==> src/rtl/mult_arb_pkg.sv <==
// Shared types for mult_arbiter: FSM state encoding, default operand width and
// the requester-ID width helper.
package mult_arb_pkg;

    localparam int WIDTH_M_DEF = 16;
    localparam int NUM_REQ_DEF = 4;

    typedef enum logic [1:0] {
        IDLE  = 2'd0,
        ISSUE = 2'd1,
        WAIT  = 2'd2,
        RESP  = 2'd3
    } mult_arb_state_e;

    // A single requester still needs a 1-bit ID field.
    function automatic int id_w(input int n);
        return (n > 1) ? $clog2(n) : 1;
    endfunction

endpackage

==> src/rtl/mult_arbiter_if.sv <==
// Client request / multiplier / response bundle around mult_arbiter.
// The master modport is the arbiter's view; slave is the surrounding logic.
interface mult_arbiter_if
    import mult_arb_pkg::*;
#(
    parameter int WIDTH_M = WIDTH_M_DEF,
    parameter int NUM_REQ = NUM_REQ_DEF,
    parameter int ID_W    = id_w(NUM_REQ)
);
    logic [NUM_REQ-1:0]              req_valid;
    logic [NUM_REQ-1:0][WIDTH_M-1:0] req_a;
    logic [NUM_REQ-1:0][WIDTH_M-1:0] req_b;
    logic [NUM_REQ-1:0]              req_ready;

    logic                            mul_start;
    logic [WIDTH_M-1:0]              mul_a;
    logic [WIDTH_M-1:0]              mul_b;
    logic                            mul_done;
    logic [2*WIDTH_M-1:0]            mul_product;

    logic                            rsp_valid;
    logic [ID_W-1:0]                 rsp_id;
    logic [2*WIDTH_M-1:0]            rsp_product;
    logic                            rsp_ready;
    logic                            busy;

    modport master (
        input  req_valid, req_a, req_b,
        output req_ready,
        output mul_start, mul_a, mul_b,
        input  mul_done, mul_product,
        output rsp_valid, rsp_id, rsp_product,
        input  rsp_ready,
        output busy
    );

    modport slave (
        output req_valid, req_a, req_b,
        input  req_ready,
        input  mul_start, mul_a, mul_b,
        output mul_done, mul_product,
        input  rsp_valid, rsp_id, rsp_product,
        output rsp_ready,
        input  busy
    );

endinterface

==> src/rtl/mult_arbiter_rr_arbiter.sv <==
// Combinational rotating-priority pick: the first set request strictly after
// last_grant_i (mod NUM_REQ), returned as one-hot, index and any flag.
module rr_arbiter #(
    parameter int NUM_REQ = 4,
    parameter int ID_W    = 2
) (
    input  logic [NUM_REQ-1:0] req_i,
    input  logic [ID_W-1:0]    last_grant_i,
    output logic [NUM_REQ-1:0] gnt_oh_o,
    output logic [ID_W-1:0]    gnt_idx_o,
    output logic               any_o
);

    // One extra bit so last_grant + NUM_REQ never wraps before the modulo.
    logic [ID_W:0] pos;

    always_comb begin
        gnt_oh_o  = '0;
        gnt_idx_o = '0;
        any_o     = 1'b0;
        pos       = '0;
        for (int k = 1; k <= NUM_REQ; k++) begin
            pos = {1'b0, last_grant_i} + (ID_W+1)'(k);
            if (pos >= (ID_W+1)'(NUM_REQ)) begin
                pos = pos - (ID_W+1)'(NUM_REQ);
            end
            if (!any_o && req_i[pos[ID_W-1:0]]) begin
                any_o                     = 1'b1;
                gnt_idx_o                 = pos[ID_W-1:0];
                gnt_oh_o[pos[ID_W-1:0]]   = 1'b1;
            end
        end
    end

endmodule

==> src/rtl/mult_arbiter.sv <==
// Round-robin front end sharing one sequential multiplier between NUM_REQ clients.
// Optional MULT_ARB_ZERO_BYPASS_EN answers zero-operand requests without the multiplier.
module mult_arbiter
    import mult_arb_pkg::*;
#(
    parameter int WIDTH_M = WIDTH_M_DEF,
    parameter int NUM_REQ = NUM_REQ_DEF,
    parameter int ID_W    = id_w(NUM_REQ)
) (
    input  logic          clk,
    input  logic          reset,
    mult_arbiter_if.master bus
);

    localparam int PW = 2 * WIDTH_M;

    mult_arb_state_e      state_q, state_d;
    logic [ID_W-1:0]      gid_q, gid_d;
    logic [ID_W-1:0]      last_q, last_d;
    logic [WIDTH_M-1:0]   a_q, a_d;
    logic [WIDTH_M-1:0]   b_q, b_d;
    logic [PW-1:0]        prod_q, prod_d;

    logic [NUM_REQ-1:0]   gnt_oh;
    logic [ID_W-1:0]      gnt_idx;
    logic                 gnt_any;
    logic [WIDTH_M-1:0]   sel_a;
    logic [WIDTH_M-1:0]   sel_b;
    logic                 accept;
    logic                 zero_op;

    rr_arbiter #(
        .NUM_REQ (NUM_REQ),
        .ID_W    (ID_W)
    ) u_rr (
        .req_i        (bus.req_valid),
        .last_grant_i (last_q),
        .gnt_oh_o     (gnt_oh),
        .gnt_idx_o    (gnt_idx),
        .any_o        (gnt_any)
    );

    assign sel_a  = bus.req_a[gnt_idx];
    assign sel_b  = bus.req_b[gnt_idx];
    // Accept is suppressed while reset is asserted so no client sees a phantom handshake.
    assign accept = (state_q == IDLE) && gnt_any && !reset;

`ifdef MULT_ARB_ZERO_BYPASS_EN
    assign zero_op = (sel_a == '0) || (sel_b == '0);
`else
    assign zero_op = 1'b0;
`endif

    always_comb begin
        state_d = state_q;
        gid_d   = gid_q;
        last_d  = last_q;
        a_d     = a_q;
        b_d     = b_q;
        prod_d  = prod_q;
        case (state_q)
            IDLE: begin
                if (accept) begin
                    gid_d = gnt_idx;
                    a_d   = sel_a;
                    b_d   = sel_b;
                    if (zero_op) begin
                        prod_d  = '0;
                        state_d = RESP;
                    end else begin
                        state_d = ISSUE;
                    end
                end
            end
            ISSUE: state_d = WAIT;
            WAIT: begin
                if (bus.mul_done) begin
                    prod_d  = bus.mul_product;
                    state_d = RESP;
                end
            end
            RESP: begin
                // Priority only rotates once the response has actually been taken.
                if (bus.rsp_ready) begin
                    last_d  = gid_q;
                    state_d = IDLE;
                end
            end
            default: state_d = IDLE;
        endcase
    end

    always_ff @(posedge clk) begin
        if (reset) begin
            state_q <= IDLE;
            gid_q   <= '0;
            last_q  <= ID_W'(NUM_REQ - 1);
            a_q     <= '0;
            b_q     <= '0;
            prod_q  <= '0;
        end else begin
            state_q <= state_d;
            gid_q   <= gid_d;
            last_q  <= last_d;
            a_q     <= a_d;
            b_q     <= b_d;
            prod_q  <= prod_d;
        end
    end

    assign bus.req_ready   = accept ? gnt_oh : '0;
    assign bus.mul_start   = (state_q == ISSUE);
    assign bus.mul_a       = a_q;
    assign bus.mul_b       = b_q;
    assign bus.rsp_valid   = (state_q == RESP);
    assign bus.rsp_id      = gid_q;
    assign bus.rsp_product = prod_q;
    assign bus.busy        = (state_q != IDLE);

endmodule
==> src/flat_wrapper.sv <==
// flat-port wrapper written by rule: the top's interface ports become plain ports
module mult_arbiter_flat import mult_arb_pkg::*;
#(
    parameter int WIDTH_M = WIDTH_M_DEF,
    parameter int NUM_REQ = NUM_REQ_DEF,
    parameter int ID_W    = id_w(NUM_REQ)
)
  (clk, reset, bus_req_valid, bus_req_a, bus_req_b, bus_req_ready, bus_mul_start, bus_mul_a, bus_mul_b, bus_mul_done, bus_mul_product, bus_rsp_valid, bus_rsp_id, bus_rsp_product, bus_rsp_ready, bus_busy);
  mult_arbiter_if #(.WIDTH_M(WIDTH_M), .NUM_REQ(NUM_REQ), .ID_W(ID_W)) bus_i ();
  input  logic clk;
  input  logic reset;
  input wire logic [$bits(bus_i.req_valid)-1:0] bus_req_valid;
  input wire logic [$bits(bus_i.req_a)-1:0] bus_req_a;
  input wire logic [$bits(bus_i.req_b)-1:0] bus_req_b;
  output wire logic [$bits(bus_i.req_ready)-1:0] bus_req_ready;
  output wire logic [$bits(bus_i.mul_start)-1:0] bus_mul_start;
  output wire logic [$bits(bus_i.mul_a)-1:0] bus_mul_a;
  output wire logic [$bits(bus_i.mul_b)-1:0] bus_mul_b;
  input wire logic [$bits(bus_i.mul_done)-1:0] bus_mul_done;
  input wire logic [$bits(bus_i.mul_product)-1:0] bus_mul_product;
  output wire logic [$bits(bus_i.rsp_valid)-1:0] bus_rsp_valid;
  output wire logic [$bits(bus_i.rsp_id)-1:0] bus_rsp_id;
  output wire logic [$bits(bus_i.rsp_product)-1:0] bus_rsp_product;
  input wire logic [$bits(bus_i.rsp_ready)-1:0] bus_rsp_ready;
  output wire logic [$bits(bus_i.busy)-1:0] bus_busy;
  assign bus_i.req_valid = bus_req_valid;
  assign bus_i.req_a = bus_req_a;
  assign bus_i.req_b = bus_req_b;
  assign bus_req_ready = bus_i.req_ready;
  assign bus_mul_start = bus_i.mul_start;
  assign bus_mul_a = bus_i.mul_a;
  assign bus_mul_b = bus_i.mul_b;
  assign bus_i.mul_done = bus_mul_done;
  assign bus_i.mul_product = bus_mul_product;
  assign bus_rsp_valid = bus_i.rsp_valid;
  assign bus_rsp_id = bus_i.rsp_id;
  assign bus_rsp_product = bus_i.rsp_product;
  assign bus_i.rsp_ready = bus_rsp_ready;
  assign bus_busy = bus_i.busy;
  mult_arbiter #(.WIDTH_M(WIDTH_M), .NUM_REQ(NUM_REQ), .ID_W(ID_W)) u_core (.clk(clk), .reset(reset), .bus(bus_i));
endmodule
==> config.mk <==
export PLATFORM = sky130hd
export DESIGN_NAME = mult_arbiter_flat
export DESIGN_NICKNAME = d
export VERILOG_FILES = /design/src/rtl/mult_arb_pkg.sv /design/src/rtl/mult_arbiter_if.sv /design/src/rtl/mult_arbiter_rr_arbiter.sv /design/src/rtl/mult_arbiter.sv /design/src/flat_wrapper.sv
export SDC_FILE = /design/constraint.sdc
export NUM_CORES = 1
export LEC_CHECK = 0
export BUFFER_PORTS_ARGS = -buffer_cell sky130_fd_sc_hd__buf_2
export CORE_MARGIN = 5
export CORE_UTILIZATION = 47
export CTS_CLUSTER_SIZE = 20
export DETAILED_ROUTE_END_ITERATION = 10
export PLACE_DENSITY = 0.95
export SLEW_MARGIN = 10
export SYNTH_ARGS = -nofsm -noshare
export SYNTH_HDL_FRONTEND = slang
export SYNTH_SLANG_ARGS = --single-unit
export TNS_END_PERCENT = 1
==> constraint.sdc <==
create_clock -name clk -period 7.5 [get_ports clk]
set_input_delay 0.75 -clock clk [delete_from_list [all_inputs] [get_ports clk]]
set_output_delay 0.75 -clock clk [all_outputs]
set_load 0.02 [all_outputs]
Yosys cells after proc, flatten, opt, wreduce, memory -nomap -nowiden
Index checks and enable logic that the tools add are counted.
{"block": "word_totals", "elab_cells": 96, "regBits": 70, "input_bits": 168, "out_inout_bits": 73}
{"block": "classes", "n_reduce_logical": 19, "n_eq_ne": 6, "mux": 41, "magnitude_cmp": 13, "add_sub_neg": 8, "bitwise": 3}
{"cell": "16-bit binary-select mux with 2-bit select", "count": 2}
{"cell": "16-bit two-way mux", "count": 2}
{"cell": "2-bit two-way mux", "count": 11}
{"cell": "4-bit two-way mux", "count": 5}
{"cell": "2-bit by 3-bit < comparator with 1-bit output (second input constant)", "count": 5}
{"cell": "3-bit greater-or-equal comparator (second input constant)", "count": 4}
{"cell": "1-bit two-way mux", "count": 12}
{"cell": "4-bit bitwise OR", "count": 3}
{"cell": "1-bit logical AND", "count": 9}
{"cell": "1-bit binary-select mux with 2-bit select", "count": 4}
{"cell": "1-bit demux with 2-bit select", "count": 4}
{"cell": "2-bit by 1-bit greater-or-equal comparator with 1-bit output (second input constant)", "count": 4}
{"cell": "2-bit case mux with 4 select lines", "count": 1}
{"cell": "2-bit by 1-bit subtractor with 2-bit output (second input constant)", "count": 4}
{"cell": "2-bit by 2-bit adder with 3-bit output (second input constant)", "count": 2}
{"cell": "2-bit AND reduction", "count": 3}
{"cell": "2-bit == test (second input constant)", "count": 2}
{"cell": "1-bit zero test", "count": 4}
{"cell": "2-bit by 1-bit inequality test with 1-bit output (second input constant)", "count": 2}
{"cell": "2-bit by 1-bit adder with 3-bit output (second input constant)", "count": 1}
{"cell": "2-bit by 3-bit adder with 3-bit output (second input constant)", "count": 1}
{"cell": "3-bit AND reduction", "count": 1}
{"cell": "2-bit by 1-bit == test with 1-bit output (second input constant)", "count": 1}
{"cell": "2-bit zero test", "count": 1}
{"cell": "2 further kinds", "count": 2}

Logic depth before layout (Yosys ltp)
{"block": "logic_depth", "ltp_word": 19, "depth_mapped": 12, "depth_no_buf": 8}

Modules after synthesis
A second synthesis with hierarchy kept.
{"block": "unflattened", "cells_unflattened": 426, "area_unflattened_um2": 3838.7}
{"mod": "mult_arbiter", "n_inst": 1, "cells_each": 358, "area_each_um2": 3313.2, "seq_area_each_um2": 1401.3}
{"mod": "rr_arbiter", "n_inst": 1, "cells_each": 68, "area_each_um2": 525.5, "seq_area_each_um2": 0.0}

Worst setup path before layout
OpenSTA, ideal clock, no wires.
{"block": "synth_timing", "kind": "reg-to-output", "startpoint": "register u_core.last_q[1]", "endpoint": "output bus_req_ready[0]", "arrival_ns": 2.651, "path_buffers": 2, "required_ns": 6.750, "stages_incl_launch_ff": 10, "setup_slack_ns": 4.099, "path_cell_list": "dfxtp_1 clkbuf_1 inv_1 ha_1 mux4_2 clkbuf_1 nor3_1 and2_1 a221oi_1 nor2_1"}
{"block": "synth_via", "elab_chain_len": 18, "elab_cells_between_ends": 64, "classes_between": "add/sub: 8; order compare: 12; mux: 29; bitwise: 3; reduce/logical: 12"}
{"element": "start, declared", "line_no": "mult_arbiter.sv:19", "rtl": "logic [ID_W-1:0] last_q, last_d;"}
{"element": "start signal, assigned", "line_no": "mult_arbiter.sv:97", "rtl": "last_q <= ID_W'(NUM_REQ - 1);"}
{"element": "start signal, assigned", "line_no": "mult_arbiter.sv:104", "rtl": "last_q <= last_d;"}
{"element": "branches (longest 17 deep; another with 2-bit by 1-bit adder with 3-bit output)"}
{"element": "4-bit two-way mux *", "line_no": "mult_arbiter.sv:111", "rtl": "assign bus.req_ready = accept ? gnt_oh : '0;"}
{"element": "end, declared", "line_no": "flat_wrapper.sv:15", "rtl": "output wire logic [$bits(bus_i.req_ready)-1:0] bus_req_ready;"}
Every way passes the cells marked *. The select of a mux whose other input is x is not followed.

Final worst setup path
{"block": "layout_timing", "startpoint": "register u_core.last_q[0]", "endpoint": "output bus_req_ready[3]"}
The elaborated chain is that of the path after synthesis.

==> out/results.ini <==
[grt]
grt_pass1_vias = 3901
overflow = 0
antenna_found_initial = 0
grt_pass1_wl_um = 18400
grt_max_degree = 65
gr-usage-all-layers = 0.221

[sta]
period_share = 0.585
worstMarginPinSlew_ns = 1.04
fin_crit_ns = 4.39
finalClockSkew_ns = 0.0100
tns_ns = 0
setup_viol_count_final = 0
maxSlewHeadroom = 0.304
slew_viol_final = 0
grt_setup_unrepaired = false
max_freq_ghz = 0.228
hold_viol = 0

[power_and_ir_drop]
vdd_drop_max_uv = 184
leakagePower_nw = 2.75
p_total_mw = 1.59
p_per_area_nw_per_um2 = 297

[setup_path]
cp.arrival_ns = 3.64
path_max_fanout = 20
r2r-start = u_core.last_q[0]
worstReg2RegEnd = u_core.bus.mul_a[15]
crit_type = flop to output pin
reg2reg_depth = 7
reg2reg_slack_ns = 3.18
start_kind = flop
worstSetupEndpointType = output pin
required_ns = 6.75

[yosys]
async_flop_share = 0
synthSimpleGateAreaFrac = 0.139
seq_area_frac_synth = 0.352
synthMuxAreaShare = 0.196
synth_xor_area_frac = 0.00220
ys.flop_type = dfxtp_1
syn_area_per_cell_sq_um = 9.53
ys_warn_count = 0
synth_seq_cells = 70
synth_top_family_by_area = compound AO/OA/AOI/OAI gates
synth_edf_count = 0
syn_inst = 418
synth.net_count = 599
ys_types = 39
synth-compound-area-share = 0.209
syn_area_sq_um = 3980
synthAdderAreaFrac = 0.0408

[worst_hold_path]
min_to = u_core.bus.rsp_product[2]
min_path_cells = 2
worstHoldPathType = flop to flop
hold_start = u_core.bus.rsp_product[2]

[placement]
hpwl_um = 9740
dp_cells = 731
io_buffers = 240
routabilityCongestion = 0.891

[detailed_routing]
num_vias = 4018
drt-pass1-iter-count = 4
first_iter_violations = 119
vias_per_cell = 5.38
route.detailed.drc = 0
ant_nets = 0
wire_per_inst_um = 16.6
wirelength_um = 12400

[die]
start_util = 0.482
die_w_um = 102
die-height_um = 102
pin_count = 241
rows = 33
die_area_sq_um = 10400
core-area_sq_um = 8260

[cells_and_area]
diodes = 0
final_cells = 747
final_nets = 818
syn2layout_area_growth_pct = 34.0
fill_cells = 672
mostFrequentLayoutCells = 240 x buf_2, 100 x nand2_1, 70 x dfxtp_1
drive_gt1_frac = 0.466
final_common_cell = buf_2

[clocking]
htreeDepth = 3
cts_root_buffer = clkbuf_8
clock_sinks = 70
cts_tree = built
postCtsResizedCells = 0
cts.reportedPaths.clkPinSlew_ns = 0.08
clk_path_buf_depth = 2
clkLatencyLatePin_ns = 0.33
cts_hold_buf = 0
cts_setup_buffers = 0
numCtsBuffers = 9

[job]
maxCapViolations = 0

[status]
status = completed

[layout make-up]
class / instances / area, sq um / area share
clock inverter: 7 / 97.6 / 0.0183
timing repair buffer: 242 / 1220 / 0.228
tap: 105 / 131 / 0.0246
inverter: 6 / 22.5 / 0.00422
sequential: 70 / 1400 / 0.263
clock buffer: 9 / 124 / 0.0232
multi-input combinational: 308 / 2340 / 0.439
[per-stage QoR]
| stage | util | setup WS (ns) | hold WS (ns) | cell area, sq um |
|---|---|---|---|---|
| CTS | 0.646 | 3.07 | 0.456 | 5340 |
| global route | 0.646 | 2.82 | 0.476 | 5340 |
| finish | 0.646 | 3.11 | 0.452 | 5340 |
| detailed placement | 0.620 | 3.19 | 0.445 | 5120 |
| global placement | 0.620 | 3.37 | 0.439 | 5120 |
| floorplan | - | 4.10 | 0.508 | 3980 |
[per-layer routing]
metal,global-route usage,up-vias,part of all wire
li1,-,1948,-
met1,0.248,1894,0.36
met2,0.408,158,0.53
met3,0.0546,18,0.088
met4,0.0676,0,0.017
met5,0,-,0
[critical path, cell delays in order, from the launching register on]
cell,delay [ns]
dfxtp_1,0.83
inv_1,0.23
ha_1,0.57
mux4_2,0.69
or4_4,0.62
nand3b_4,0.15
nor2_1,0.06
buf_2,0.16
[power breakdown]
part	switching (mW)	internal (mW)	total (mW)
Sequential	0.0571	0.468	0.525
Combinational	0.443	0.283	0.726
Clock	0.148	0.188	0.336
[cells in the mapped netlist (5+ instances only)]
| cell type | number | area (sq um) |
|---|---|---|
| buf_2 | 11 | 55.1 |
| inv_1 | 6 | 22.5 |
| a21oi_1 | 34 | 170 |
| dfxtp_1 | 70 | 1400 |
| clkbuf_1 | 15 | 56.3 |
| a221oi_1 | 5 | 43.8 |
| nor2_1 | 14 | 52.6 |
| mux2i_1 | 68 | 681 |
| nand2_1 | 100 | 375 |
| ha_1 | 13 | 163 |
| a22oi_1 | 5 | 37.5 |
| o221ai_2 | 30 | 450 |
[worst max-delay path by stage]
stage                startpoint              endpoint  slack [ns]  cells after the start
6_report       u_core.last_q[0]      bus_req_ready[3]        3.11                      7
5_1_grt        u_core.last_q[0]      bus_req_ready[0]        2.82                      7
4_1_cts        u_core.last_q[0]      bus_req_ready[0]        3.07                      7
3_5_place_dp   u_core.last_q[0]  u_core.bus.mul_a[15]        3.19                      7
3_3_place_gp   u_core.last_q[0]   u_core.bus.mul_a[0]        3.37                      7
2_1_floorplan  u_core.last_q[1]      bus_req_ready[0]        4.10                      9
[cells by family (layout without fill, tap and decap cells)]
kind of cell	Yosys count	after routing
flip-flops	70	70
buffers and inverters	40	264
AND/OR/NAND/NOR	131	131
adder cells (fa/ha/maj)	13	13
AO/OA/AOI/OAI	90	90
XOR/XNOR	1	1
multiplexers	73	73
[registers in the layout (all words and copies together), names as in the netlist]
name,count
u_core.bus.mul_a,16
u_core.bus.mul_b,16
u_core.bus.rsp_id,2
u_core.bus.rsp_product,32
u_core.last_q,2
u_core.state_q,2
(Power assumes the default switching activity.)
